--- src/rtl/seg7_step_monitor.sv ---
// seg7_step_monitor: decodes a sampled 7-segment bus back to a hex digit and
// tracks step direction, legal +/-1 step count and a sticky error flag.
// Optional feature macro: SEG7_MON_BLANK_EN (all-segments-off is a legal blank).
module seg7_step_monitor #(
    parameter bit SEG_ACTIVE_LOW = 1'b0,
    parameter int CNT_W          = 8
) (
    input  logic             clk,
    input  logic             reset,
    input  logic [6:0]       seg_in,
    input  logic             sample_en,
    input  logic             err_clr,
    output logic [3:0]       digit,
    output logic             digit_valid,
    output logic [1:0]       dir,
    output logic [CNT_W-1:0] step_cnt,
    output logic             err
);

    typedef enum logic {
        EMPTY  = 1'b0,
        LOCKED = 1'b1
    } state_t;

    localparam logic [1:0] DIR_HOLD = 2'b00;
    localparam logic [1:0] DIR_UP   = 2'b01;
    localparam logic [1:0] DIR_DOWN = 2'b10;
    localparam logic [1:0] DIR_JUMP = 2'b11;

    localparam logic [CNT_W-1:0] CNT_MAX = {CNT_W{1'b1}};
    localparam logic [CNT_W-1:0] CNT_ONE = {{(CNT_W-1){1'b0}}, 1'b1};

    state_t           state;
    state_t           state_n;
    logic [6:0]       seg_fix;
    logic             legal;
    logic             blank;
    logic [3:0]       value;
    logic [3:0]       digit_up;
    logic [3:0]       digit_dn;
    logic [3:0]       digit_n;
    logic             valid_n;
    logic [1:0]       dir_n;
    logic [CNT_W-1:0] cnt_n;
    logic             cnt_inc;
    logic             err_set;
    logic             err_n;

    assign seg_fix  = SEG_ACTIVE_LOW ? ~seg_in : seg_in;
    assign digit_up = digit + 4'd1;
    assign digit_dn = digit - 4'd1;

`ifdef SEG7_MON_BLANK_EN
    assign blank = (seg_fix == 7'h00);
`else
    assign blank = 1'b0;
`endif

    // Pattern decode: map a polarity-corrected segment word to its hex digit.
    always_comb begin
        legal = 1'b1;
        value = 4'h0;
        case (seg_fix)
            7'h7E: value = 4'h0;
            7'h30: value = 4'h1;
            7'h6D: value = 4'h2;
            7'h79: value = 4'h3;
            7'h33: value = 4'h4;
            7'h5B: value = 4'h5;
            7'h5F: value = 4'h6;
            7'h70: value = 4'h7;
            7'h7F: value = 4'h8;
            7'h7B: value = 4'h9;
            7'h77: value = 4'hA;
            7'h1F: value = 4'hB;
            7'h4E: value = 4'hC;
            7'h3D: value = 4'hD;
            7'h4F: value = 4'hE;
            7'h47: value = 4'hF;
            default: legal = 1'b0;
        endcase
    end

    // Next-state and next-output logic; dir only reports on a sampled edge.
    always_comb begin
        state_n = state;
        digit_n = digit;
        valid_n = digit_valid;
        dir_n   = DIR_HOLD;
        cnt_inc = 1'b0;
        err_set = 1'b0;
        if (sample_en) begin
            if (blank) begin
                valid_n = 1'b0;
            end else if (!legal) begin
                valid_n = 1'b0;
                err_set = 1'b1;
                state_n = EMPTY;
            end else begin
                valid_n = 1'b1;
                digit_n = value;
                state_n = LOCKED;
                if (state == LOCKED) begin
                    if (value == digit_up) begin
                        dir_n   = DIR_UP;
                        cnt_inc = 1'b1;
                    end else if (value == digit_dn) begin
                        dir_n   = DIR_DOWN;
                        cnt_inc = 1'b1;
                    end else if (value != digit) begin
                        dir_n   = DIR_JUMP;
                        err_set = 1'b1;
                    end
                end
            end
        end
        cnt_n = (cnt_inc && step_cnt != CNT_MAX) ? step_cnt + CNT_ONE : step_cnt;
        // A new error on the same edge as a clear must stay visible.
        if (err_set) begin
            err_n = 1'b1;
        end else if (err_clr) begin
            err_n = 1'b0;
        end else begin
            err_n = err;
        end
    end

    // State and output registers with synchronous active-low reset.
    always_ff @(posedge clk) begin
        if (!reset) begin
            state       <= EMPTY;
            digit       <= 4'h0;
            digit_valid <= 1'b0;
            dir         <= DIR_HOLD;
            step_cnt    <= '0;
            err         <= 1'b0;
        end else begin
            state       <= state_n;
            digit       <= digit_n;
            digit_valid <= valid_n;
            dir         <= dir_n;
            step_cnt    <= cnt_n;
            err         <= err_n;
        end
    end

endmodule

--- config.mk ---
export PLATFORM = sky130hd
export DESIGN_NAME = seg7_step_monitor
export DESIGN_NICKNAME = d
export VERILOG_FILES = /design/src/rtl/seg7_step_monitor.sv
export SDC_FILE = /design/constraint.sdc
export NUM_CORES = 1
export LEC_CHECK = 0
export BUFFER_PORTS_ARGS = -buffer_cell sky130_fd_sc_hd__buf_4
export CAP_MARGIN = 20
export CORE_MARGIN = 2
export CORE_UTILIZATION = 50
export CTS_BUF_LIST = sky130_fd_sc_hd__clkbuf_2
export DETAILED_ROUTE_END_ITERATION = 10
export PLACE_DENSITY = 0.8
export SLEW_MARGIN = 15
export SYNTH_ARGS = -nofsm -noshare
export SYNTH_HDL_FRONTEND = slang
export SYNTH_SLANG_ARGS = --single-unit
--- constraint.sdc ---
create_clock -name clk -period 2.8 [get_ports clk]
set_clock_uncertainty 0.2 [all_clocks]
set_input_delay 0.56 -clock clk [delete_from_list [all_inputs] [get_ports clk]]
set_output_delay 0.56 -clock clk [all_outputs]
set_load 0.01 [all_outputs]
==> impl_metrics.py <==
metrics = {
    "run_status": {
        "status": "complete, no violations",
    },
    "sta": {
        "whs_ps": 335,
        "slew_headroom_pct": 73.9,
        "worst_pin_slew_ps": 388,
        "finalCritPeriodShare_pct": 97.1,
        "final-max-slew-violation-count": 0,
        "rsz0062_at_grt": "no",
        "period_minus_slack_ps": 2720,
        "hold_violations": 0,
        "fmax_mhz": 368,
        "setup_viol": 0,
    },
    "die": {
        "coreArea_sq_um": 2500,
        "start_util_pct": 53.5,
        "rows": 18,
        "die_h_um": 55.7,
        "num_io_pins": 27,
        "die_x_um": 55.7,
        "die_area_sq_um": 3100,
    },
    "cells_and_area": {
        "finalNonFillerCells": 234,
        "diodes": 0,
        "layout_commonest_cell": "buf_4",
        "areaGrowthSynthToFinish_pct": 30.3,
        "layout-drive-gt1-share_pct": 32.8,
        "fin_area_sq_um": 1740,
        "final_core_util_pct": 69.7,
        "seq_area_sq_um": 320,
        "multi_input_area_sq_um": 960,
        "n_fill_cell": 204,
        "fin_nets": 219,
        "final_cell_mix": "50 x buf_4, 16 x dfxtp_1, 15 x nand2_1",
    },
    "pwr": {
        "combPwrFrac_pct": 26.6,
        "switchingPower_w": 0.000143,
        "power_density_nw_per_um2": 267,
        "clkPwrFrac_pct": 22.8,
        "p_leak_nw": 0.698,
        "vdd_drop_max_mv": 0.249,
        "p_int_w": 0.000321,
        "p_seq_share_pct": 50.6,
        "switching_share_pct": 30.9,
        "power_w": 0.000464,
    },
    "synth": {
        "yosysTopAreaCell": "dfxtp_1",
        "synthDistinctLibCells": 59,
        "synth_cells": 161,
        "seq_area_frac_synth_pct": 24.0,
        "syn-mean-instance-area_sq_um": 8.30,
        "synth_top_area_share_pct": 24.0,
        "async_reset_ff_share_pct": 0,
        "synth_ff_type": "dfxtp_1",
        "ys_seq_elements": 16,
        "yosysWarnings": 0,
        "syn_area_sq_um": 1340,
        "synth-edff-count": 0,
        "yosys-top-cells-area": "dfxtp_1 24%, nand2_1 4.2%, xnor2_1 3.9%, a21oi_1 3.4%, buf_6 3.4%",
        "synth_fp_nets": 175,
    },
    "worst_setup_path": {
        "path_max_fanout": 10,
        "worst_path_max_delay_cell": "or3_4",
        "critPathBufInv": 1,
        "worstSetupStartpointType": "primary input",
        "cp_data_required_time_ps": 2840,
        "arrival_ps": 2750,
        "crit_family": "simple AND/OR/NAND/NOR gates",
        "cp_cell_sequence": "buf_4 -> nand4bb_4 -> o32a_1 -> and2_2 -> or3_4 -> a31oi_4 -> o21ai_4 -> or4_1 -> a21oi_1",
        "critPathCaptureType": "register",
        "cpPeakStageDelay_ps": 400,
        "critical_path_class": "primary input to register",
    },
    "drt": {
        "drc": 0,
        "viasPerCell": 6.03,
        "firstDrtPassIters": 4,
        "met2_length_um": 1660,
        "finalWirelength_um": 3570,
        "vias": 1410,
        "wl_met3_um": 166,
        "first_iter_violations": 50,
        "routedWlPerCell_um": 15.2,
        "top_layer_used": "met4",
        "drt-met1-wl_um": 1640,
        "ant_nets": 0,
    },
    "clock_network": {
        "numCtsBuffers": 3,
        "cts_buffer_depth": 2,
        "clockRootBuffer": "clkbuf_2",
        "path_clk_slew_ps": 160,
        "cts_tree": "built",
        "worstSkewPairLatency_ps": 290,
        "cts_sinks": 16,
        "postCtsHoldBufs": 0,
        "htreeDepth": 1,
    },
    "placed_design": {
        "placed_cells_incl_taps": 229,
        "place.port_buffers": 26,
        "hpwl_um": 2820,
        "place.gp.congestion": 0.909,
        "placed_area_sq_um": 1700,
    },
    "run": {
        "maxCapViolations": 0,
    },
    "global_route": {
        "grt_pass1_vias": 1306,
        "grt_max_degree": 11,
        "antenna_found_initial": 0,
        "globalRouteTotalUtil_pct": 24.3,
        "overflow": 0,
        "grt_first_pass_wirelength_um": 6140,
    },
    "worst_hold_path": {
        "hold_class": "register to register",
    },
}
[through the flow]
step                TNS (ps)  worst slack (ps)
global placement        -421              -139
CTS                        0              39.2
floorplan              -8.12             -8.12
global route               0              6.96
detailed placement     -1460              -278
finish                     0              82.6
[worst register-to-register path, cell delays in order (launching register included)]
cell     delay, ps
dfxtp_1        360
inv_1           70
ha_1           380
inv_1          100
or3_1          430
a31oi_4        230
o21ai_4         90
or4_1          400
a21oi_1        150
[power groups by stage]
stage	logic, W	clock network, W	registers [W]
after floorplan	0.0000783	0	0.000241
after global placement	0.000114	0	0.000240
after detailed placement	0.000118	0	0.000240
after CTS	0.000119	0.000109	0.000235
after global routing	0.000134	0.000118	0.000236
final	0.000124	0.000106	0.000235
[final timing paths]
check / start / cells past startpoint / slack, ps / to
max: seg_in[2] / 9 / 80 / step_cnt[5]
min: step_cnt[1] / 2 / 340 / step_cnt[1]
max reg2reg: digit[0] / 8 / 330 / step_cnt[5]
min reg2reg: step_cnt[1] / 2 / 340 / step_cnt[1]
[area by class of cell]
cell class,count,share of cell area (%)
inverter,8,1.72
clock buffer,3,0.862
clock inverter,1,0.216
multi-input combinational,126,55.1
sequential,16,18.4
timing repair buffer,50,21.6
tap,30,2.16
[synthesized netlist by cell type (3+ instances only)]
library cell,instances
a21oi_1,9
buf_4,3
buf_6,4
dfxtp_1,16
ha_1,3
inv_1,7
nand2_1,15
nand3_1,7
nand4_1,4
nor2_1,12
nor3_1,4
o21ai_0,6
o21ai_1,3
o31ai_1,3
or3_1,5
xnor2_1,6
xor2_1,3
[logic make-up after synthesis]
family	after synthesis	share of synthesized area, %
compound gates	41	23.1
xor+xnor	11	9.36
fa+ha+maj	3	2.81
buf+inv	19	8.61
flops	16	24.0
simple gates	71	32.1
[registers in the layout (all words and copies together) (netlist names)]
signal / count
digit: 4
dir: 2
err: 1
state: 1
step_cnt: 8
[timing repair]
item                                    in CTS  in global routing
setup buffers                                0                  1
gates resized for setup                      0                  4
endpoints found under the setup margin       0                  3
[routing by layer]
layer,track usage (%),vias up
met5,0,-
met4,9.06,0
met3,5.12,10
met2,37.4,53
met1,33.2,664
li1,-,683
Note: power is estimated with default switching activity, not from simulation.
